[src/rtl/ff_frame_pkg.sv]
// Shared types and constants for the FIFO frame writer.
// Frames on the FIFO are: sequence header, payload words, XOR trailer.
package ff_frame_pkg;
    localparam int DEF_DATA_WIDTH = 8;
    localparam int DEF_MAX_LEN    = 16;

    // Tag stored alongside the slot word; marks the frame's closing word.
    localparam logic TAG_DATA    = 1'b0;
    localparam logic TAG_TRAILER = 1'b1;

    typedef enum logic [1:0] {
        IDLE,
        PAYLOAD,
        TRAILER,
        DRAIN
    } state_t;
endpackage

[src/rtl/ff_out_slot.sv]
// Single-entry holding register driving the FIFO write port.
// A loaded word stays put until the FIFO takes it; frame_done follows a taken trailer.
module ff_out_slot
    import ff_frame_pkg::*;
#(
    parameter int DATA_WIDTH = DEF_DATA_WIDTH
) (
    input  logic                  wr_clk,
    input  logic                  wr_rst_n,
    input  logic                  load,
    input  logic [DATA_WIDTH-1:0] load_data,
    input  logic                  load_tag,
    input  logic                  wr_full,
    output logic                  wr_en,
    output logic [DATA_WIDTH-1:0] wr_data,
    output logic                  slot_free,
    output logic                  frame_done
);
    logic tag;

    // Free when empty, or when the current word leaves on this edge.
    assign slot_free = !wr_en || !wr_full;

    always_ff @(posedge wr_clk or negedge wr_rst_n) begin
        if (!wr_rst_n) begin
            wr_en      <= 1'b0;
            wr_data    <= '0;
            tag        <= TAG_DATA;
            frame_done <= 1'b0;
        end else begin
            frame_done <= wr_en && !wr_full && (tag == TAG_TRAILER);
            if (load) begin
                wr_en   <= 1'b1;
                wr_data <= load_data;
                tag     <= load_tag;
            end else if (slot_free) begin
                wr_en <= 1'b0;
            end
        end
    end
endmodule

[src/rtl/fifo_frame_writer.sv]
// Write-domain framer: wraps each input stream frame as header, payload, XOR trailer
// and pushes it into the dual-clock FIFO, truncating frames longer than MAX_LEN.
module fifo_frame_writer
    import ff_frame_pkg::*;
#(
    parameter int DATA_WIDTH = DEF_DATA_WIDTH,
    parameter int MAX_LEN    = DEF_MAX_LEN,
    parameter int LEN_BITS   = $clog2(MAX_LEN + 1)
) (
    input  logic                  wr_clk,
    input  logic                  wr_rst_n,
    input  logic                  s_valid,
    output logic                  s_ready,
    input  logic [DATA_WIDTH-1:0] s_data,
    input  logic                  s_last,
    output logic                  wr_en,
    output logic [DATA_WIDTH-1:0] wr_data,
    input  logic                  wr_full,
    output logic                  frame_done,
    output logic                  err_trunc,
    output logic [DATA_WIDTH-1:0] seq_num
);
    state_t                state, state_nxt;
    logic [DATA_WIDTH-1:0] checksum;
    logic [LEN_BITS-1:0]   count;
    logic                  trunc;
    logic                  slot_free, slot_load, slot_tag;
    logic [DATA_WIDTH-1:0] slot_data;
    logic                  at_max;

    assign at_max = (count == LEN_BITS'(MAX_LEN - 1));

    ff_out_slot #(.DATA_WIDTH(DATA_WIDTH)) u_slot (
        .wr_clk     (wr_clk),
        .wr_rst_n   (wr_rst_n),
        .load       (slot_load),
        .load_data  (slot_data),
        .load_tag   (slot_tag),
        .wr_full    (wr_full),
        .wr_en      (wr_en),
        .wr_data    (wr_data),
        .slot_free  (slot_free),
        .frame_done (frame_done)
    );

    always_ff @(posedge wr_clk or negedge wr_rst_n) begin
        if (!wr_rst_n) state <= IDLE;
        else           state <= state_nxt;
    end

    always_comb begin
        state_nxt = state;
        case (state)
            IDLE:    if (s_valid && slot_free) state_nxt = PAYLOAD;
            PAYLOAD: if (s_valid && slot_free && (s_last || at_max)) state_nxt = TRAILER;
            TRAILER: if (slot_free) state_nxt = trunc ? DRAIN : IDLE;
            DRAIN:   if (s_valid && s_last) state_nxt = IDLE;
            default: state_nxt = IDLE;
        endcase
    end

    // s_ready only looks at wr_full through slot_free, never at s_valid.
    always_comb begin
        s_ready   = 1'b0;
        slot_load = 1'b0;
        slot_data = seq_num;
        slot_tag  = TAG_DATA;
        case (state)
            IDLE:    slot_load = s_valid && slot_free;
            PAYLOAD: begin
                s_ready   = slot_free;
                slot_load = s_valid && slot_free;
                slot_data = s_data;
            end
            TRAILER: begin
                slot_load = slot_free;
                slot_data = checksum;
                slot_tag  = TAG_TRAILER;
            end
            DRAIN:   s_ready = 1'b1;
            default: ;
        endcase
    end

    always_ff @(posedge wr_clk or negedge wr_rst_n) begin
        if (!wr_rst_n) begin
            seq_num   <= '0;
            checksum  <= '0;
            count     <= '0;
            trunc     <= 1'b0;
            err_trunc <= 1'b0;
        end else begin
            err_trunc <= 1'b0;
            case (state)
                IDLE: if (slot_load) begin
                    checksum <= seq_num;
                    count    <= '0;
                end
                PAYLOAD: if (slot_load) begin
                    checksum <= checksum ^ s_data;
                    count    <= count + LEN_BITS'(1);
                    if (!s_last && at_max) begin
                        trunc     <= 1'b1;
                        err_trunc <= 1'b1;
                    end
                end
                TRAILER: if (slot_load) seq_num <= seq_num + DATA_WIDTH'(1);
                DRAIN:   if (s_valid && s_last) trunc <= 1'b0;
                default: ;
            endcase
        end
    end
endmodule

[config.mk]
export PLATFORM = sky130hd
export DESIGN_NAME = fifo_frame_writer
export DESIGN_NICKNAME = d
export VERILOG_FILES = /design/src/rtl/ff_frame_pkg.sv /design/src/rtl/ff_out_slot.sv /design/src/rtl/fifo_frame_writer.sv
export SDC_FILE = /design/constraint.sdc
export NUM_CORES = 1
export LEC_CHECK = 0
export CAP_MARGIN = 30
export CORE_ASPECT_RATIO = 1.75
export CORE_MARGIN = 5
export CORE_UTILIZATION = 53
export CTS_BUF_LIST = sky130_fd_sc_hd__clkbuf_4 sky130_fd_sc_hd__clkbuf_8 sky130_fd_sc_hd__clkbuf_16
export DETAILED_ROUTE_END_ITERATION = 7
export PLACE_DENSITY = 0.79
export SKIP_LAST_GASP = 1
export SLEW_MARGIN = 20
export SYNTH_ARGS = -nofsm -noshare
export SYNTH_HDL_FRONTEND = slang
export SYNTH_SLANG_ARGS = --single-unit
[constraint.sdc]
create_clock -name wr_clk -period 2.1 [get_ports wr_clk]
set_input_delay 0.63 -clock wr_clk [delete_from_list [all_inputs] [get_ports wr_clk]]
set_output_delay 0.63 -clock wr_clk [all_outputs]
set_load 0.05 [all_outputs]
==> flow_summary.json <==
{
  "wl_um": 5080,
  "multi_input_area_um2": 1100,
  "ant_nets": 0,
  "required_ns": 1.47,
  "outcome": "finished clean",
  "stdcell_area_um2": 2600,
  "cp.buffers_inverters": 1,
  "firstDrtPassIters": 4,
  "track_usage_pct": 20.6,
  "fin_util_pct": 68.0,
  "cts_hold_buf": 0,
  "core-area_um2": 3830,
  "drv_slew": 0,
  "critical_path_class": "flip-flop to output pin",
  "post-route-period-util_pct": 96.5,
  "synthFlopType": "dfrtp_1",
  "initial_core_util_pct": 53.6,
  "netlist_instances": 218,
  "crit_path_start_kind": "flip-flop",
  "cts_tree": "done",
  "ys_types": 47,
  "grt_pass1_wl_um": 8630,
  "slew_headroom_pct": 67.0,
  "final-seq-area_um2": 901,
  "grt_max_degree": 22,
  "grt_pass1_vias": 1824,
  "dr_total_vias": 1815,
  "fin_crit_ns": 2.03,
  "drive_above_1_share_pct": 22.7,
  "hold_violations": 0,
  "slowest_delay_ns": 0.79,
  "yosysWarnings": 0,
  "timing.fmax_ghz": 0.493,
  "drtIter0Drc": 62,
  "gp_congestion": 0.845,
  "grt_antenna_before_repair": 0,
  "die_w_um": 57.1,
  "cts_sinks": 36,
  "post_drt_wl_per_cell_um": 16.3,
  "post_cts_buffers": 0,
  "insertedDiodeCount": 0,
  "path_cells": "clkdlybuf4s50_1",
  "r2r-end": "state[1]",
  "drc": 0,
  "fin_skew_ns": 0.00782,
  "netlist_area_um2": 2050,
  "ys_seq_area_share_pct": 43.9,
  "cts-root-buf": "clkbuf_8",
  "place_hpwl_um": 3770,
  "synth_edf_count": 0,
  "ir_worst_vdd_mv": 1.29,
  "hp-class": "input pin to async pin",
  "fin_nets": 284,
  "cellLeakagePower_nw": 1.18,
  "worst_r2r_startpoint": "count[0]",
  "cts_made_buffers": 5,
  "end_kind": "output pin",
  "syn_area_per_cell_um2": 9.42,
  "core.rowCount": 30,
  "synthToLayoutAreaGrowth_pct": 26.8,
  "portBuffers": 32,
  "viasPerCell": 5.82,
  "fin_ws_ns": 0.0730,
  "synthesis.nets": 239,
  "rsz0062_at_grt": "no",
  "worstSkewPairLatency_ns": 0.29,
  "synth_async_sr_flop_share_pct": 100,
  "dieArea_um2": 5270,
  "pre_cts_ws_ns": -0.168,
  "postPlaceCellArea_um2": 2480,
  "die_h_um": 92.3,
  "worst_slew_pin_slew_ns": 0.493,
  "critical_path.top_delay_family": "buffers and inverters",
  "gr-total-overflow": 0,
  "io_pins": 33,
  "power.density_nw_per_um2": 1710,
  "crit_arrival_ns": 1.40,
  "reg2reg_depth": 7,
  "synth_seq_cells": 36,
  "fillers": 331,
  "worstPathMaxFanout": 1,
  "rrSetupSlack_ns": 0.27,
  "finalSetupViolations": 0,
  "clk_path_buf_depth": 2,
  "clkTransAtPathRegs_ns": 0.07,
  "cpMaxStageDelayCell": "clkdlybuf4s50_1",
  "cap_violations": 0,
  "htree_levels": 2
}
-- stage by stage --
stage               power [W]  std cells  TNS, ns  hold slack (ns)
floorplan             0.00302        218        0            0.334
global placement      0.00374        304    -1.32            0.464
detailed placement    0.00381        304    -1.50            0.476
CTS                   0.00445        312        0            0.271
global route          0.00475        312        0            0.290
finish                0.00444        312        0            0.261
-- sequential cells by signal, summed over array words and instances, names as in the netlist --
| register | flops |
|---|---|
| count | 5 |
| state | 2 |
| u_slot.tag | 1 |
| err_trunc | 1 |
| u_slot.wr_data | 8 |
| checksum | 8 |
| trunc | 1 |
| u_slot.wr_en | 1 |
| u_slot.frame_done | 1 |
| seq_num | 8 |
-- worst max-delay path by stage --
stage | startpoint | end | depth (start not counted)
floorplan | state[1] | s_ready | 6
global placement | wr_full | s_ready | 4
detailed placement | wr_full | s_ready | 4
CTS | state[1] | s_ready | 4
global route | state[1] | s_ready | 4
finish | err_trunc | err_trunc | 1
-- area by class of cell --
| type | instances | area share, % |
|---|---|---|
| inverters | 4 | 0.577 |
| clock inverters | 2 | 1.35 |
| repair buffers | 49 | 16.1 |
| clock buffers | 6 | 2.93 |
| multi-input cells | 167 | 42.1 |
| flip-flops and latches | 36 | 34.6 |
| well taps | 48 | 2.31 |
-- where the power goes --
| group | switching, W | internal [W] |
|---|---|---|
| logic | 0.00155 | 0.00103 |
| registers | 0.000285 | 0.000962 |
| clock network | 0.000245 | 0.000365 |
| total | 0.00208 | 0.00236 |
-- synthesized netlist by cell type (all sizes together) (2+ instances only) --
| master | number | area [µm²] |
|---|---|---|
| nand3 | 5 | 25.0 |
| mux2 | 2 | 22.5 |
| ha | 8 | 100 |
| o21a | 5 | 37.5 |
| o311a | 4 | 40.0 |
| buf | 9 | 56.3 |
| nor3 | 15 | 80.1 |
| or3 | 5 | 36.3 |
| a21oi | 5 | 28.8 |
| inv | 4 | 15.0 |
| xnor2 | 6 | 52.6 |
| o21ai | 27 | 135 |
| clkbuf | 2 | 7.51 |
| nand4b | 2 | 17.5 |
| a22o | 2 | 17.5 |
| a22oi | 8 | 60.1 |
| nor2 | 16 | 83.8 |
| and3 | 3 | 20.0 |
| nand2 | 31 | 116 |
| nor4b | 2 | 30.0 |
| dfrtp | 36 | 901 |
| and2 | 2 | 12.5 |
| a21o | 4 | 30.0 |
-- metal layers --
metal | GRT usage [%] | vias to the layer above | wire length [µm]
met2 | 35.9 | 57 | 2750
met1 | 24.2 | 867 | 1940
met5 | 0 | - | 0
li1 | - | 877 | -
met4 | 9.67 | 0 | 188
met3 | 3.21 | 14 | 205
-- worst register-to-register path: stages (launching register included) --
cell       delay (ns)
dfrtp_1          0.41
ha_1             0.23
and3_1           0.19
ha_1             0.19
nor3b_1          0.22
a2bb2oi_1        0.21
nor3_1           0.11
o2bb2ai_1        0.15
-- what timing repair did --
| action | 4_1_cts | 5_1_grt |
|---|---|---|
| resized for setup | 3 | 1 |
| pin swaps | 0 | 0 |
| hold endpoints to repair | 0 | 0 |
| endpoints found under the setup margin | 1 | 1 |
-- kinds of logic after synthesis --
logic type,synth area share [%]
fa+ha+maj,4.88
buf+inv,3.84
simple gates,22.8
flops,43.9
xor+xnor,2.99
mux,1.58
compound gates,20.0
-- cell usage in the layout (no fill, tap or decap), drive strengths merged, types with 3 or more instances in the layout --
cell and n:
clkdlybuf4s50 11, clkbuf 6, a21oi 5, nor2 16, o311a 4, o21a 5
nor3 15, and3 3, buf 37, dfrtp 36, inv 4, or3 5
nand2 31, ha 8, o21ai 27, a22oi 8, xnor2 6, a21o 4
nand3 5
No activity file was read; power rests on OpenSTA's default activity.
==> patch: new RTL, same settings <==
Set the package constant `DEF_DATA_WIDTH` to 10 (it was 8).
--- a/src/rtl/ff_frame_pkg.sv
+++ b/src/rtl/ff_frame_pkg.sv
@@ -1,7 +1,7 @@
 // Shared types and constants for the FIFO frame writer.
 // Frames on the FIFO are: sequence header, payload words, XOR trailer.
 package ff_frame_pkg;
-    localparam int DEF_DATA_WIDTH = 8;
+    localparam int DEF_DATA_WIDTH = 10;
     localparam int DEF_MAX_LEN    = 16;
 
     // Tag stored alongside the slot word; marks the frame's closing word.
Interface: changed (resized s_data, seq_num and wr_data); port bits go from 33 to 39. The function was not compared with the original's and may differ.
==> patch against the unedited design <==
First-iteration DRC count increased by 26%. Wire length up 16%. Critical path depth unchanged. Sequential share of layout area increased by 0.81 points. Final area grew 14%. Hold slack gained 39 ps. Clock power decreased by 19%. Sequential cell count is 6 higher. Synthesized area up 15%. Register-to-register slack barely moved. Total power grew 14%. Combinational power is 21% higher. Worst setup slack worse by 24 ps. Critical endpoint is now frame_done. Largest cell class unchanged. Highest routed layer unchanged.
==> patch: results (changes against the unedited design) <==
metric;value;unit;change
status;finished, final reports clean;;unchanged
cp_max_fo;1;;unchanged
place_area;0.00289;mm2;was 0.00248 mm2
cts_root_buffer;clkbuf_8;;unchanged
crit_family;buffers and inverters;;unchanged
dp.final_hpwl;4350;um;was 3770 um
slowest_stage;clkdlybuf4s50_1;;unchanged
io_buffers;38;;was 32
drive_gt1_share;20.9;%;was 22.7%
synth_commonest_cells;42 x dfrtp_1, 42 x nand2_1, 32 x o21ai_0;;was 36 x dfrtp_1, 31 x nand2_1, 24 x o21ai_0
synthArstFlopShare;100;%;unchanged
yosys-top-cells-area;dfrtp_1 45%, o21ai_0 6.8%, nand2_1 6.7%;;was dfrtp_1 44%, o21ai_0 5.9%, nand2_1 5.7%
syn_nets;287;;was 239
nets;339;;was 284
clkTransAtPathRegs;80;ps;
place_congestion;0.841;;was 0.845
cts_htree_levels;2;;unchanged
crit_end;frame_done;;was err_trunc
wire_per_inst;16.0;um;was 16.3 um
startpoint;u_slot.frame_done;;was err_trunc
crit_arrival;1420;ps;was 1400 ps
grt_pass1_wl;9920;um;was 8630 um
grt_max_degree;43;;was 22
seq_area_frac_synth;44.6;%;was 43.9%
vias_per_cell;5.93;;was 5.82
reg2reg_slack;270;ps;about the same
grt_usage;21.7;%;was 20.6%
finClkSkew;7.50;ps;was 7.82 ps
reg_top3;checksum (10), seq_num (10), u_slot.wr_data (10);;was checksum (8), seq_num (8), u_slot.wr_data (8)
grt_pass1_vias;2153;;was 1,824
total_leakage_power;1.36;nW;was 1.18 nW
first_pass_iters;4;;unchanged
yosys_warnings;0;;unchanged
n_antenna_cell;0;;unchanged
synth_edf_count;0;;unchanged
reg2reg_to;checksum[0];;was state[1]
nFillCells;373;;was 331
antenna_found_initial;0;;unchanged
rr_worst_depth;8;;was 7
synthFlopType;dfrtp_1;;unchanged
tightest_slew;487;ps;was 493 ps
cts.path.max_buffers;2;;unchanged
cts_made_buffers;5;;unchanged
r2r_start;state[0];;was count[0]
insertion_delay;290;ps;about the same
drt_iter0_drc;78;;was 62
hp-class;in -> async;;unchanged
vdd_drop_max;1220;uV;was 1290 uV
synthDistinctLibCells;39;;was 47
worst_path_largest_cell_delay;790;ps;about the same
## patch: layout make-up
| cell class | count | area [um2] | area share [%] |
|---|---|---|---|
| Multi-Input combinational cell | 197 | 1210 | 40.9 |
| Sequential cell | 42 | 1050 | 35.4 |
| Timing Repair Buffer | 61 | 527 | 17.8 |
| Clock buffer | 5 | 68.8 | 2.32 |
| Tap cell | 51 | 63.8 | 2.15 |
| Inverter | 9 | 33.8 | 1.14 |
| Clock inverter | 2 | 10.0 | 0.337 |
## patch: routing by layer
layer	wire, um	global-route usage, %	vias to the layer above
li1	-	-	1040
met1	2150	25.6	1071
met4	193	9.56	0
met2	3270	37.5	53
met5	0	0	-
met3	272	3.17	14
## patch: what timing repair did
item,in CTS,in global routing
setup buffers,0,0
gates resized for setup,2,1
hold endpoints to repair,0,0
gates cloned,0,0
endpoints found under the setup margin,1,1
## patch: worst min path at each step
stage	end	slack, ps	depth (start not counted)
2_1_floorplan	checksum[0]	330	0
3_3_place_gp	u_slot.wr_data[5]	470	2
3_5_place_dp	u_slot.wr_data[3]	470	2
4_1_cts	state[1]	300	2
5_1_grt	count[4]	320	2
6_report	seq_num[2]	300	2
## patch: power by group
| part | leakage [nW] | internal, W | switching (W) | total, W |
|---|---|---|---|---|
| Sequential | 0.534 | 0.00112 | 0.000324 | 0.00144 |
| Clock | 0.0438 | 0.000223 | 0.000271 | 0.000495 |
| Combinational | 0.786 | 0.00127 | 0.00186 | 0.00313 |
| Total | 1.36 | 0.00262 | 0.00245 | 0.00507 |
## patch: kinds of logic after synthesis
logic type	Yosys count	synth area share, %
flip-flops	42	44.6
XOR/XNOR	9	3.35
multiplexers	3	1.38
AND/OR/NAND/NOR	102	20.4
AO/OA/AOI/OAI	75	21.7
buffers and inverters	25	4.30
adder cells (fa/ha/maj)	8	4.25
## patch: stage by stage
step / hold WS, ps / setup slack [ps] / cells
2_1_floorplan: 334 / 22.2 / 264
3_3_place_gp: 468 / -120 / 360
3_5_place_dp: 472 / -157 / 360
4_1_cts: 298 / 28.7 / 367
5_1_grt: 321 / 16.0 / 367
6_report: 300 / 49.1 / 367
